### src/rtl/flght_seq.sv
// flght_seq: flight-mode sequencer (IDLE/CAL/FLY/LAND/FAULT) driving inertial_cal, slew-limited thrst, mtrs_en.
// Latency: 1 cycle from sampled input to registered state/outputs; thrust steps 1 LSB per RAMP_DIV cycles.
// Backpressure: none; level/pulse inputs are sampled every cycle. Optional FLGHT_SEQ_WDOG_EN adds a FLY command watchdog.
module flght_seq #(
  parameter int RAMP_DIV    = 1024,
  parameter int CAL_TIMEOUT = 10_000_000,
  parameter int WDOG_CYCLES = 25_000_000
) (
  input  logic       clk,
  input  logic       rst_n,
  input  logic       strt_cal,
  input  logic       cal_done,
  input  logic       motors_off,
  input  logic       batt_low,
  input  logic       cmd_vld,
  input  logic [8:0] thrst_cmd,
  output logic       inertial_cal,
  output logic [8:0] thrst,
  output logic       mtrs_en,
  output logic       cal_err,
  output logic [2:0] state
);

  typedef enum logic [2:0] {
    S_IDLE  = 3'd0,
    S_CAL   = 3'd1,
    S_FLY   = 3'd2,
    S_LAND  = 3'd3,
    S_FAULT = 3'd4
  } state_e;

  localparam int PW = $clog2(RAMP_DIV);
  localparam int CW = $clog2(CAL_TIMEOUT + 1);
  localparam logic [PW-1:0] PRESC_LAST = PW'(RAMP_DIV - 1);
  localparam logic [CW-1:0] CAL_LAST   = CW'(CAL_TIMEOUT - 1);

  state_e        state_q, state_d;
  logic [8:0]    thrst_q, thrst_d;
  logic [PW-1:0] presc_q, presc_d;
  logic [CW-1:0] cal_cnt_q, cal_cnt_d;
  logic          tick;
  logic          cal_to;
  logic          wdog_to;

  // The prescaler only runs in the ramping states, so the tick is gated by state
  assign tick   = ((state_q == S_FLY) || (state_q == S_LAND)) && (presc_q == PRESC_LAST);
  assign cal_to = (state_q == S_CAL) && (cal_cnt_q == CAL_LAST);

`ifdef FLGHT_SEQ_WDOG_EN
  localparam int WW = $clog2(WDOG_CYCLES + 1);
  localparam logic [WW-1:0] WDOG_LAST = WW'(WDOG_CYCLES - 1);
  logic [WW-1:0] wd_q, wd_d;

  assign wdog_to = (state_q == S_FLY) && (wd_q == WDOG_LAST);

  // Watchdog counts FLY cycles since FLY entry or the most recent host command
  always_comb begin
    wd_d = '0;
    if ((state_q == S_FLY) && (state_d == S_FLY) && !cmd_vld) wd_d = wd_q + 1'b1;
  end

  // Watchdog counter register
  always_ff @(posedge clk or negedge rst_n) begin
    if (!rst_n) wd_q <= '0;
    else        wd_q <= wd_d;
  end
`else
  logic unused_wdog;
  assign wdog_to     = 1'b0;
  assign unused_wdog = cmd_vld ^ (WDOG_CYCLES > 0);
`endif

  // State register
  always_ff @(posedge clk or negedge rst_n) begin
    if (!rst_n) state_q <= S_IDLE;
    else        state_q <= state_d;
  end

  // Next-state: motors_off beats timeout/batt_low/watchdog, which beat cal_done, which beats strt_cal;
  // cal_done on the timeout terminal count still wins so a late calibration is not thrown away
  always_comb begin
    state_d = state_q;
    case (state_q)
      S_IDLE:  if (strt_cal) state_d = S_CAL;
      S_CAL: begin
        if (motors_off)    state_d = S_IDLE;
        else if (cal_done) state_d = S_FLY;
        else if (cal_to)   state_d = S_FAULT;
      end
      S_FLY:   if (motors_off || batt_low || wdog_to) state_d = S_LAND;
      S_LAND:  if (thrst_q == 9'd0) state_d = S_IDLE;
      S_FAULT: if (motors_off) state_d = S_IDLE;
      default: state_d = S_IDLE;
    endcase
  end

  // Datapath next values: counters restart whenever the state changes, thrust slews on ticks only
  always_comb begin
    thrst_d   = thrst_q;
    presc_d   = '0;
    cal_cnt_d = '0;
    case (state_q)
      S_CAL: if (state_d == S_CAL) cal_cnt_d = cal_cnt_q + 1'b1;
      S_FLY: begin
        if (state_d == S_FLY) begin
          presc_d = tick ? '0 : presc_q + 1'b1;
          if (tick) begin
            if (thrst_q < thrst_cmd)      thrst_d = thrst_q + 9'd1;
            else if (thrst_q > thrst_cmd) thrst_d = thrst_q - 9'd1;
          end
        end
      end
      S_LAND: begin
        // Staying in LAND implies thrst_q is non-zero, so the decrement cannot wrap
        if (state_d == S_LAND) begin
          presc_d = tick ? '0 : presc_q + 1'b1;
          if (tick) thrst_d = thrst_q - 9'd1;
        end
      end
      default: ;
    endcase
    if ((state_d == S_IDLE) || (state_d == S_CAL) || (state_d == S_FAULT)) thrst_d = 9'd0;
  end

  // Datapath registers
  always_ff @(posedge clk or negedge rst_n) begin
    if (!rst_n) begin
      thrst_q   <= 9'd0;
      presc_q   <= '0;
      cal_cnt_q <= '0;
    end else begin
      thrst_q   <= thrst_d;
      presc_q   <= presc_d;
      cal_cnt_q <= cal_cnt_d;
    end
  end

  // Output decode straight from registered state so outputs and state move on the same edge
  always_comb begin
    state        = state_q;
    thrst        = thrst_q;
    inertial_cal = (state_q == S_CAL);
    mtrs_en      = (state_q == S_CAL) || (state_q == S_FLY) || (state_q == S_LAND);
    cal_err      = (state_q == S_FAULT);
  end

endmodule

### config.mk
export PLATFORM = sky130hd
export DESIGN_NAME = flght_seq
export DESIGN_NICKNAME = d
export VERILOG_FILES = /design/src/rtl/flght_seq.sv
export SDC_FILE = /design/constraint.sdc
export NUM_CORES = 1
export LEC_CHECK = 0
export BUFFER_PORTS_ARGS = -buffer_cell sky130_fd_sc_hd__clkbuf_2
export CAP_MARGIN = 20
export CORE_UTILIZATION = 40
export CTS_BUF_LIST = sky130_fd_sc_hd__clkbuf_2
export CTS_CLUSTER_DIAMETER = 200
export DETAILED_ROUTE_END_ITERATION = 8
export GPL_TIMING_DRIVEN = 0
export PLACE_DENSITY = 0.6
export SYNTH_ARGS = -nofsm -noshare
export SYNTH_HDL_FRONTEND = slang
export SYNTH_SLANG_ARGS = --single-unit
### constraint.sdc
create_clock -name clk -period 5.6 [get_ports clk]
set_clock_uncertainty 0.05 [all_clocks]
set_input_delay 1.12 -clock clk [delete_from_list [all_inputs] [get_ports clk]]
set_output_delay 1.12 -clock clk [all_outputs]
set_load 0.05 [all_outputs]
=== Word-level counts from Yosys, hierarchy flattened ===
Cells that the tools add are included.

* Reductions and logical operators: 13
* Magnitude comparators: 2
* Muxes and demuxes: 22
* Add/sub/neg operators: 4
* Equal/unequal tests: 15

{| class="wikitable"
|+ Operator list
! operator !! number
|-
| 2-to-1 mux 9 bit || 7
|-
| 2-to-1 mux 24 bit || 2
|-
| 2-to-1 mux 10 bit || 3
|-
| adder 24 x 1 -> 24 bit (second input constant) || 1
|-
| == test 24 bit (second input constant) || 1
|-
| 2-to-1 mux 3 bit || 7
|-
| one-hot mux 10 bit (2 select lines) || 1
|-
| one-hot mux 9 bit (2 select lines) || 1
|-
| one-hot mux 3 bit (5 select lines) || 1
|-
| == test 3 x 2 -> 1 bit (second input constant) || 4
|-
| adder 10 x 1 -> 10 bit (second input constant) || 1
|-
| == test 10 bit (second input constant) || 1
|-
| adder 9 x 1 -> 9 bit (second input constant) || 1
|-
| > comparator 9 bit || 1
|-
| logical NOT 9 bit || 1
|-
| < comparator 9 bit || 1
|-
| subtractor 9 x 1 -> 9 bit (second input constant) || 1
|-
| == test 3 x 1 -> 1 bit (second input constant) || 2
|-
| == test 3 bit (second input constant) || 2
|-
| logical NOT 3 bit || 2
|-
| logical OR 1 bit || 6
|-
| inequality test 3 x 1 -> 1 bit (second input constant) || 2
|-
| inequality test 3 x 2 -> 1 bit (second input constant) || 2
|-
| AND reduction 6 bit || 1
|-
| other kinds (3) || 4
|}

* Input port bits: 16
* Output and inout bits: 15
* Logic and storage cells: 60
* Register bits after elaboration: 46

=== Longest topological paths before layout ===
Gate-level depths: netlist (run 1).

* Depth after elaboration: 11
* Mapped depth: 9
* Mapped depth without buffers: 8

=== Worst setup path after synthesis (run 1) ===
No wires, ideal clock.

* Path kind: input -> register
* Start point: input port thrst_cmd[8]
* End point: register thrst_q[6], in the netlist thrst[6]
* Stages on the path: 9
* Path buffers: 1
* Setup time: 0.086 ns
* Data arrival time: 2.846 ns
* Required time: 5.464 ns
* Slack: 2.618 ns
* Cells stage by stage: inv_1 ha_1 a21oi_1 nand3_1 a211o_1 buf_2 or3_1 a21oi_1 mux2i_1

* Word-level cells in the longest chain between the ends: 6
* Elaborated cells between the ends (all ways): 9
* Those cells by class: 2 x order compare; 1 x eq/ne; 5 x mux; 1 x reduce/logical

{| class="wikitable"
|+ Ends and longest elaborated chain
! element !! RTL line !! RTL
|-
| start, declared || 16 || <nowiki>input logic [8:0] thrst_cmd,</nowiki>
|-
| < comparator 9 bit || 108 || <nowiki>if (thrst_q < thrst_cmd) thrst_d = thrst_q + 9'd1;</nowiki>
|-
| 2-to-1 mux 9 bit || 108 ||
|-
| 2-to-1 mux 9 bit || 107 || <nowiki>if (tick) begin</nowiki>
|-
| 2-to-1 mux 9 bit || 105 || <nowiki>if (state_d == S_FLY) begin</nowiki>
|-
| one-hot mux 9 bit (2 select lines) || 102 || <nowiki>case (state_q)</nowiki>
|-
| 2-to-1 mux 9 bit || 122 || <nowiki>if ((state_d == S_IDLE) || (state_d == S_CAL) || (state_d == S_FAULT)) thrst_d = 9'd0;</nowiki>
|-
| end signal, assigned || 132 || <nowiki>thrst_q <= thrst_d;</nowiki>
|-
| end, declared || 38 || <nowiki>logic [8:0] thrst_q, thrst_d;</nowiki>
|}

Several ways; a longest one is shown, not always the timed one. The select of a mux whose other input is x is not followed.
A chain may end at the register's enable or synchronous reset.

=== Worst setup path after layout (run 1) ===
* Start point: register state_q[2], in the netlist state[2]
* End point: output port inertial_cal

* Word-level cells in the longest chain between the ends: 1

{| class="wikitable"
|+ Ends and longest elaborated chain
! element !! RTL line !! RTL
|-
| start, declared || 37 || <nowiki>state_e state_q, state_d;</nowiki>
|-
| start signal, assigned || 76 || <nowiki>else state_q <= state_d;</nowiki>
|-
| == test 3 x 1 -> 1 bit || 142 || <nowiki>inertial_cal = (state_q == S_CAL);</nowiki>
|-
| end, declared || 17 || <nowiki>output logic inertial_cal,</nowiki>
|}

No other way between the ends.

==> results of run 1 <==
==> cell type report <==
cell class | count | area (um2)
Buffer | 8 | 71.3
Multi-Input combinational cell | 221 | 1420
Inverter | 14 | 52.6
Tap cell | 77 | 96.3
Clock inverter | 1 | 30.0
Clock buffer | 7 | 35.0
Timing Repair Buffer | 30 | 165
Fill cell | 632 | 3400
Sequential cell | 46 | 1150
==> routing by layer <==
| metal | GRT usage [%] | vias to the layer above | part of all wire [%] |
|---|---|---|---|
| met5 | 0 | - | 0 |
| met4 | 4.23 | 0 | 0.46 |
| met3 | 3.36 | 2 | 2.6 |
| met2 | 28.5 | 32 | 47 |
| met1 | 22.8 | 987 | 50 |
| li1 | - | 1076 | - |
==> Yosys cell counts (all sizes together), types with 9 or more instances <==
| library cell | number | area share [%] |
|---|---|---|
| nand3 | 27 | 5.4 |
| nand2 | 20 | 2.8 |
| ha | 14 | 6.5 |
| a21oi | 9 | 1.7 |
| dfrtp | 46 | 43 |
| nand4 | 11 | 2.6 |
| xnor2 | 10 | 3.2 |
| and3 | 9 | 2.3 |
| xor2 | 22 | 7.1 |
| nor2 | 52 | 7.2 |
| inv | 14 | 1.9 |
==> flip-flops by register name, indices dropped and copies added (netlist names) <==
| signal | cells |
|---|---|
| thrst | 9 |
| state | 3 |
| cal_cnt_q | 24 |
| presc_q | 10 |
==> through the flow <==
step	cells	util, %	area (um2)
2_1_floorplan	289	-	2700
3_3_place_gp	395	45.8	2940
3_5_place_dp	396	46.1	2960
4_1_cts	404	47.1	3020
5_1_grt	404	47.1	3020
6_report	404	47.1	3020
==> logic make-up after synthesis <==
family                   after synthesis  share of synthesized area [%]
AND/OR/NAND/NOR                      145                           27.0
AO/OA/AOI/OAI                         21                           5.47
buffers and inverters                 22                           4.59
multiplexers                           9                           3.39
XOR/XNOR                              32                           10.4
adder cells (fa/ha/maj)               14                           6.49
flip-flops                            46                           42.7
==> critical path, stage by stage (launching register included) <==
cell	delay [ns]
dfrtp_1	0.44
buf_2	0.18
or3b_1	0.45
inv_1	0.08
clkbuf_2	0.27
==> report_power, final <==
group	leakage (nW)	switching [mW]	internal (mW)	total (mW)
logic	0.704	0.159	0.0657	0.224
registers	0.640	0.0147	0.344	0.359
clock network	0.0432	0.105	0.0795	0.185
==> how the worst max path moves through the flow <==
stage | startpoint | endpoint | slack [ns] | cells past startpoint
global placement | thrst_cmd[8] | thrst[6] | 2.39 | 10
global route | state[2] | inertial_cal | 2.48 | 4
floorplan | thrst_cmd[8] | thrst[6] | 2.62 | 9
detailed placement | thrst_cmd[2] | thrst[6] | 2.38 | 10
CTS | state[2] | inertial_cal | 2.58 | 4
finish | state[2] | inertial_cal | 2.63 | 4
==> cells in the final DEF, fill, tap and decap left out, drive strengths merged, types with 2 or more instances in the layout <==
master   n
nand4   11
nor4b    2
a21oi    9
o31ai    3
dfrtp   46
xor2    22
nand3   27
inv     14
mux2i    8
nor4     4
nand2   20
nor3     6
ha      14
and2     2
and3     9
or4      2
o211ai   3
nor2    52
xnor2   10
clkbuf  36
nor2b    2
or3      2
buf      9
==> impl_metrics.csv, run 1 <==
group,metric,value,unit
cts,cts_root_buf,"clkbuf_2",
floorplan,ioPinCount,31,
synth,synth_ff_type,"dfrtp_1",
hold_path,hp-start,"presc_q[0]",
detailed_routing,drt_iter0_drc,60,
hold_path,min_to,"presc_q[0]",
timing,worst_slack,2.63,ns
worst_setup_path,crit_arrival,1.80,ns
floorplan,rows,29,
detailed_routing,wl,5420,um
synth,synth_edf_count,0,
floorplan,core,6420,um2
power,ir_drop,0.000160,V
synth,synthCells,289,
timing,final-max-slew-violation-count,0,
synth,ys_warn_count,0,
grt,gr-total-overflow,0,
synth,ys_types,41,
layout,diodes,0,
cts,cts-buffers-inserted,5,
timing,worstMarginPinSlew,0.666,ns
cts,cts_resized,0,
cts,clkSinkCount,46,
hold_path,hold_depth,1,
layout,syn_to_final_growth,12.1,%
worst_setup_path,rr_worst_depth,8,
layout,fin_nets,356,
hold_path,hold_class,"register to register",
synth,avgSynthCellArea,9.33,um2
cts,clk_pin_slew,0.22,ns
worst_setup_path,rr_startpoint,"thrst[2]",
synth,async_flop_share,100,%
worst_setup_path,critPathMaxFanout,9,
cts,cts_tree,"built",
synth,synth_nets,319,
job,max_cap_violations,0,
grt,grt_usage,17.1,%
timing,setup_viol,0,
timing,fmax,0.336,GHz
grt,grt_pass1_vias,2081,
grt,grt_pass1_wl,9640,um
grt,grt_max_degree,25,
cts,cts_hold_buffers,0,
floorplan,die_area,7080,um2
layout,drive_above_1_share,16.5,%
detailed_routing,num_vias,2097,
timing,fin_crit,2.97,ns
place,pre_cts_ws,2.38,ns
place,port_buffers,29,
worst_setup_path,start_kind,"register",
timing,finalSetupTns,0,ns
worst_setup_path,r2r_slack,3.10,ns
cts,cts-htree-levels,2,
synth,synth-seq-cells,46,
timing,rsz0062_at_grt,"no",
worst_setup_path,crit_type,"register to output pin",
floorplan,fp.dieW,84.1,um
place,gp_congestion,0.777,
timing,fin_hold_ws,0.450,ns
timing,relSlewSlack,55.4,%
detailed_routing,ant_nets,0,
timing,hold_viol,0,
worst_setup_path,rr_endpoint,"thrst[6]",
detailed_routing,via_per_inst,5.19,
floorplan,die_h,84.1,um
worst_setup_path,required,4.43,ns
power,p_per_area,254,nW/um2
power,finalPower,0.768,mW
detailed_routing,drc_errors,0,
synth,ys_seq_area_share,42.7,%
power,leakagePower,1.39,nW
timing,fin_crit_sh,53.1,%
synth,synth_area,2700,um2
cts,clk_path_buf_depth,2,
cts,post_cts_buffers,0,
cts,insertion_delay,0.39,ns
worst_setup_path,end_kind,"output pin",
place,dp_hpwl,4090,um
floorplan,initial_core_util,42.0,%
grt,grt_antenna_before_repair,0,
detailed_routing,routedWlPerCell,13.4,um
status,status,"finished clean",
detailed_routing,dr.pass1.iters,4,
(Power assumes the default switching activity.)
==> run 2, diff against run 1 <==
--- a/config.mk
+++ b/config.mk
@@ -12,7 +12,7 @@
 export CTS_CLUSTER_DIAMETER = 200
 export DETAILED_ROUTE_END_ITERATION = 8
 export GPL_TIMING_DRIVEN = 0
-export PLACE_DENSITY = 0.6
+export PLACE_DENSITY = 0.62
 export SYNTH_ARGS = -nofsm -noshare
 export SYNTH_HDL_FRONTEND = slang
 export SYNTH_SLANG_ARGS = --single-unit
==> constraint.sdc (replaced) <==
create_clock -name clk -period 2.6 [get_ports clk]
set_clock_uncertainty 0.05 [all_clocks]
set_input_delay 0.52 -clock clk [delete_from_list [all_inputs] [get_ports clk]]
set_output_delay 0.52 -clock clk [all_outputs]
set_load 0.05 [all_outputs]
==> run 2 against run 1 <==
Against the previous run:
- routed wire length is 0.28% higher
- sequential power is 120% higher
- worst setup slack worse by 2.5 ns
- cell area is 0.58% higher
- power grew 120%
- critical path type is now register to register
==> impl_metrics.csv, run 2 (synthesized netlist as in run 1, its figures left out) <==
group,metric,value,unit
grt,grt_max_degree,25,
worst_setup_path,path_depth,8,
worst_setup_path,critPathMaxFanout,10,
cts,clkSinkCount,46,
layout,fin_nets,357,
grt,grt_antenna_before_repair,0,
layout,largest_reg_flops,24,
detailed_routing,via_per_inst,5.20,
hold_path,hold_class,"input pin to async pin",
worst_setup_path,required,2.89,ns
layout,multi_input_area,1430,um2
timing,rsz0062_at_grt,"no",
floorplan,core,6420,um2
floorplan,rows,29,
detailed_routing,num_vias,2106,
worst_setup_path,crit_type,"register to register",
cts,cts-htree-levels,2,
timing,fin_hold_ws,0.0359,ns
detailed_routing,ant_nets,0,
place,post-place-cells,396,
detailed_routing,drt_iter0_drc,65,
grt,grt_pass1_vias,1945,
place,placed_cell_area,2960,um2
status,status,"finished clean",
worst_setup_path,cp_slowest_cell,"dfrtp_2",
layout,final_common_cell,"nor2_1",
detailed_routing,drc_errors,0,
floorplan,die_area,7080,um2
layout,stdcell_area,3040,um2
timing,finalSetupTns,0,ns
floorplan,ioPinCount,31,
cts,clk_pin_slew,0.23,ns
grt,gr-total-overflow,0,
worst_setup_path,start_kind,"register",
cts,insertion_delay,0.40,ns
floorplan,fp.dieW,84.1,um
worst_setup_path,rr_worst_depth,8,
power,leakagePower,1.39,nW
timing,final-max-slew-violation-count,0,
worst_setup_path,r2r_slack,0.12,ns
grt,grt_pass1_wl,9120,um
detailed_routing,routedWlPerCell,13.4,um
timing,fin_crit_sh,95.3,%
timing,setup_viol,0,
grt,grt_usage,16.3,%
power,ir_drop,0.000478,V
place,port_buffers,29,
cts,cts_hold_buffers,0,
layout,drive_above_1_share,18.0,%
layout,n_fill_cell,631,
worst_setup_path,crit_arrival,2.77,ns
cts,cts-buffers-inserted,5,
layout,ff_latch_area,1150,um2
timing,relSlewSlack,59.1,%
timing,worstMarginPinSlew,0.611,ns
worst_setup_path,end_kind,"register",
worst_setup_path,max_stage_delay,0.49,ns
detailed_routing,dr.pass1.iters,4,
timing,fin_crit,2.48,ns
job,max_cap_violations,0,
cts,clk_path_buf_depth,2,
layout,regMostFlops,"cal_cnt_q",
layout,instances_no_fill,405,
floorplan,die_h,84.1,um
timing,fmax,0.403,GHz
worst_setup_path,crit_chain,"ha_1 > a21oi_1 > nand3_1 > a211o_1 > clkbuf_4 > or3_1 > a21oi_2 > mux2i_1",
power,p_per_area,543,nW/um2
worst_setup_path,crit_buf_inv,1,
cts,cts_tree,"built",
layout,syn_to_final_growth,12.8,%
detailed_routing,wl,5430,um
worst_setup_path,crit_family,"compound AO/OA/AOI/OAI gates",
timing,hold_viol,0,
layout,layout_common_cells,"52 x nor2_1, 43 x dfrtp_1, 36 x clkbuf_2, 25 x nand3_1, 22 x xor2_1",
layout,diodes,0,
cts,cts_root_buf,"clkbuf_2",
place,dp_hpwl,4110,um
floorplan,initial_core_util,42.0,%
place,gp_congestion,0.766,
-- run 2: cell types whose count changed in the layout (fill, tap and decap cells not counted), sizes merged --
cell and delta:
clkbuf +1
-- run 2: repair_timing --
action,4_1_cts,5_1_grt
setup endpoints to repair,0,3
gates resized for setup,0,7
setup buffers,0,1
endpoints found under the hold margin,0,0
-- run 2: worst paths after layout --
| kind | from | to |
|---|---|---|
| worst max-delay path | thrst[8] | thrst[6] |
| worst min-delay path | rst_n | cal_cnt_q[5] |
| worst max register to register | thrst[8] | thrst[6] |
| worst min register to register | presc_q[0] | presc_q[0] |
| max in group asynchronous | rst_n | presc_q[5] |
| min in group clk | motors_off | state[2] |
-- run 2: routing by layer --
metal	vias to the layer above	GRT usage, %	share of wire (%)
met5	-	0	0
met1	1005	22.6	50
li1	1072	-	-
met2	27	25.9	46
met4	0	4.39	0.50
met3	2	3.36	3.1
-- run 2: per-stage QoR --
step	util, %	setup slack, ns	total power [mW]
3_5_place_dp	46.1	-0.0464	1.27
2_1_floorplan	-	0.0400	1.14
6_report	47.4	0.122	1.65
5_1_grt	47.4	0.0135	1.74
4_1_cts	47.1	0.0468	1.67
3_3_place_gp	45.8	-0.0422	1.26
-- run 2: layout make-up --
cell class | count | area share [%]
buffer | 8 | 2.43
clock buffer | 7 | 1.15
clock inverter | 1 | 0.987
inverter | 14 | 1.73
multi-input combinational | 221 | 46.9
sequential | 46 | 38.0
tap | 77 | 3.17
timing repair buffer | 31 | 5.68
-- run 2: report_power, final --
| part | total (mW) | internal, mW | switching (mW) |
|---|---|---|---|
| clock | 0.399 | 0.171 | 0.228 |
| combinational | 0.480 | 0.144 | 0.337 |
| sequential | 0.774 | 0.740 | 0.0332 |
| total | 1.65 | 1.06 | 0.598 |
==> run 3, diff against run 2 <==
--- a/config.mk
+++ b/config.mk
@@ -5,14 +5,15 @@
 export SDC_FILE = /design/constraint.sdc
 export NUM_CORES = 1
 export LEC_CHECK = 0
+export ABC_AREA = 1
 export BUFFER_PORTS_ARGS = -buffer_cell sky130_fd_sc_hd__clkbuf_2
 export CAP_MARGIN = 20
-export CORE_UTILIZATION = 40
+export CORE_UTILIZATION = 25
 export CTS_BUF_LIST = sky130_fd_sc_hd__clkbuf_2
 export CTS_CLUSTER_DIAMETER = 200
 export DETAILED_ROUTE_END_ITERATION = 8
 export GPL_TIMING_DRIVEN = 0
-export PLACE_DENSITY = 0.62
+export PLACE_DENSITY = 0.44
 export SYNTH_ARGS = -nofsm -noshare
 export SYNTH_HDL_FRONTEND = slang
 export SYNTH_SLANG_ARGS = --single-unit
==> run 3 against run 2 <==
Against the previous run:
- global-route usage decreased by 3.1 points
- clock power increased by 4%
- critical path type unchanged
- register-to-register slack improved by 0.06 ns
- synthesized area increased by 24%
==> impl_metrics.csv, run 3 <==
group,metric,value,unit
status,status,"finished clean",
floorplan,rows,41,
synth,synth_nets,514,
floorplan,initial_core_util,26.0,%
floorplan,die_h,118,um
timing,final-max-slew-violation-count,0,
worst_setup_path,crit_type,"register to register",
cts,cts-buffers-inserted,5,
layout,fin_nets,552,
synth,yosysTopAreaCellShare,34.5,%
place,pre_cts_ws,-0.168,ns
synth,ys_types,33,
detailed_routing,num_vias,3180,
synth,avgSynthCellArea,6.89,um2
timing,relSlewSlack,56.6,%
synth,synth_area,3340,um2
place,dp_hpwl,6580,um
layout,stdcell_area,3800,um2
detailed_routing,dr.pass1.iters,4,
worst_setup_path,critPathMaxFanout,10,
layout,n_fill_cell,1451,
grt,grt_max_degree,25,
power,p_per_area,802,nW/um2
timing,fin_crit_sh,93.0,%
timing,worst_slack,0.183,ns
power,leakagePower,1.79,nW
hold_path,hold_class,"input pin to register",
power,finalPower,3.05,mW
synth,synthTopCellsByArea,"dfrtp_1 34%, nand2_1 14%, nor2_1 7.0%",
power,ir_drop,0.000276,V
cts,post_cts_buffers,0,
cts,insertion_delay,0.46,ns
cts,clkSinkCount,46,
worst_setup_path,rr_endpoint,"thrst[3]",
grt,grt_pass1_vias,3090,
timing,fin_crit,2.42,ns
layout,drive_above_1_share,13.8,%
synth,async_flop_share,100,%
layout,finalCoreUtilization,29.6,%
grt,grt_usage,13.2,%
detailed_routing,drc_errors,0,
place,placed_cell_area,3720,um2
synth,synth-seq-cells,46,
floorplan,core,12800,um2
layout,final_common_cell,"nand2_1",
hold_path,hold_depth,4,
detailed_routing,via_per_inst,4.58,
layout,regMostFlops,"cal_cnt_q",
cts,clk_path_buf_depth,2,
detailed_routing,wl,8770,um
cts,clk_pin_slew,0.27,ns
detailed_routing,drt_iter0_drc,175,
synth,ys_warn_count,0,
worst_setup_path,crit_arrival,2.75,ns
layout,diodes,0,
grt,gr-total-overflow,0,
place,port_buffers,29,
worst_setup_path,required,2.93,ns
floorplan,fp.dieW,118,um
timing,fmax,0.414,GHz
synth,synth_ff_type,"dfrtp_1",
synth,yosysMostFrequentCell,"nand2_1",
hold_path,min_to,"state[2]",
grt,grt_pass1_wl,14900,um
timing,rsz0062_at_grt,"no",
synth,synth_common_cells,"126 x nand2_1, 62 x nor2_1, 57 x inv_1",
cts,cts-htree-levels,2,
synth,yosysTopAreaCell,"dfrtp_1",
floorplan,ioPinCount,31,
layout,largest_reg_flops,24,
floorplan,die_area,13800,um2
timing,hold_viol,0,
hold_path,hp-start,"cal_done",
timing,worstMarginPinSlew,0.652,ns
layout,syn_to_final_growth,13.9,%
detailed_routing,ant_nets,0,
timing,setup_viol,0,
detailed_routing,routedWlPerCell,12.6,um
layout,layout_common_cells,"125 x nand2_1, 62 x nor2_1, 57 x inv_1, 43 x dfrtp_1, 42 x nand3_1",
synth,synth_edf_count,0,
job,max_cap_violations,0,
layout,instances_no_fill,694,
cts,cts_tree,"built",
worst_setup_path,end_kind,"register",
worst_setup_path,start_kind,"register",
worst_setup_path,rr_worst_depth,12,
worst_setup_path,rr_startpoint,"thrst[6]",
synth,ys_seq_area_share,34.5,%
worst_setup_path,r2r_slack,0.18,ns
grt,grt_antenna_before_repair,0,
synth,synthCells,484,
place,gp_congestion,0.813,
place,post-place-cells,686,
cts,cts_root_buf,"clkbuf_2",
[run 3: cell count changes in the layout (fill, tap and decap cells not counted), sizes merged, moves of 17 or more]
cell and change:
nand2 +110, nor3 +17, nor2 +18, nand3 +17, o21ai +21, inv +46
[run 3: metrics by stage]
stage,hold slack [ns],TNS [ns]
2_1_floorplan,0.174,0
3_3_place_gp,0.458,-1.39
3_5_place_dp,0.467,-1.24
4_1_cts,0.236,0
5_1_grt,0.261,0
6_report,0.268,0
[run 3: cell families after synthesis]
family	after synthesis	synth area share [%]
fa+ha+maj	14	5.25
buf+inv	69	8.32
simple gates	292	39.9
compound gates	47	7.80
xor+xnor	16	4.20
flops	46	34.5
[run 3: routing by layer]
layer  vias up  wire, um  track usage [%]
li1       1643         -                -
met1      1491      4360             17.6
met2        39      4060             22.1
met3         7       252             2.18
met4         0        99             3.61
met5         -         0                0
[run 3: critical path: stages (launching register included)]
cell and delay [ns]:
dfrtp_2 0.56, ha_1 0.32, nand2_1 0.07, inv_1 0.03, nand2_1 0.11, nor2_1 0.09
nor2_4 0.23, nand2_2 0.21, nand4_1 0.17, nand3_4 0.17, buf_6 0.20, nand2_1 0.05
o21ai_0 0.07
[run 3: layout make-up]
class | instances | area, um2 | area share (%)
multi-input cells | 369 | 1920 | 50.5
flip-flops and latches | 46 | 1150 | 30.4
inverters | 61 | 229 | 6.03
well taps | 172 | 215 | 5.66
repair buffers | 31 | 175 | 4.61
plain buffers | 8 | 48.8 | 1.28
clock inverters | 2 | 33.8 | 0.889
clock buffers | 5 | 25.0 | 0.659
[run 3: how the worst max path moves through the flow]
stage	slack, ns	end	from
after global placement	-0.18	thrst[3]	thrst_cmd[4]
after floorplan	0.21	thrst[0]	thrst[6]
final	0.18	thrst[3]	thrst[6]
after global routing	0.002	thrst[3]	thrst[8]
after detailed placement	-0.17	thrst[3]	thrst_cmd[8]
after CTS	0.07	thrst[3]	thrst[8]
[run 3: power by group]
group          switching [mW]  internal, mW
Combinational            1.23         0.503
Clock                   0.260         0.154
Sequential              0.115         0.782
[run 3: timing repair]
item,in CTS,in global routing
hold buffers,1,0
endpoints found under the setup margin,8,8
hold endpoints to repair,8,0
gates resized for setup,3,2
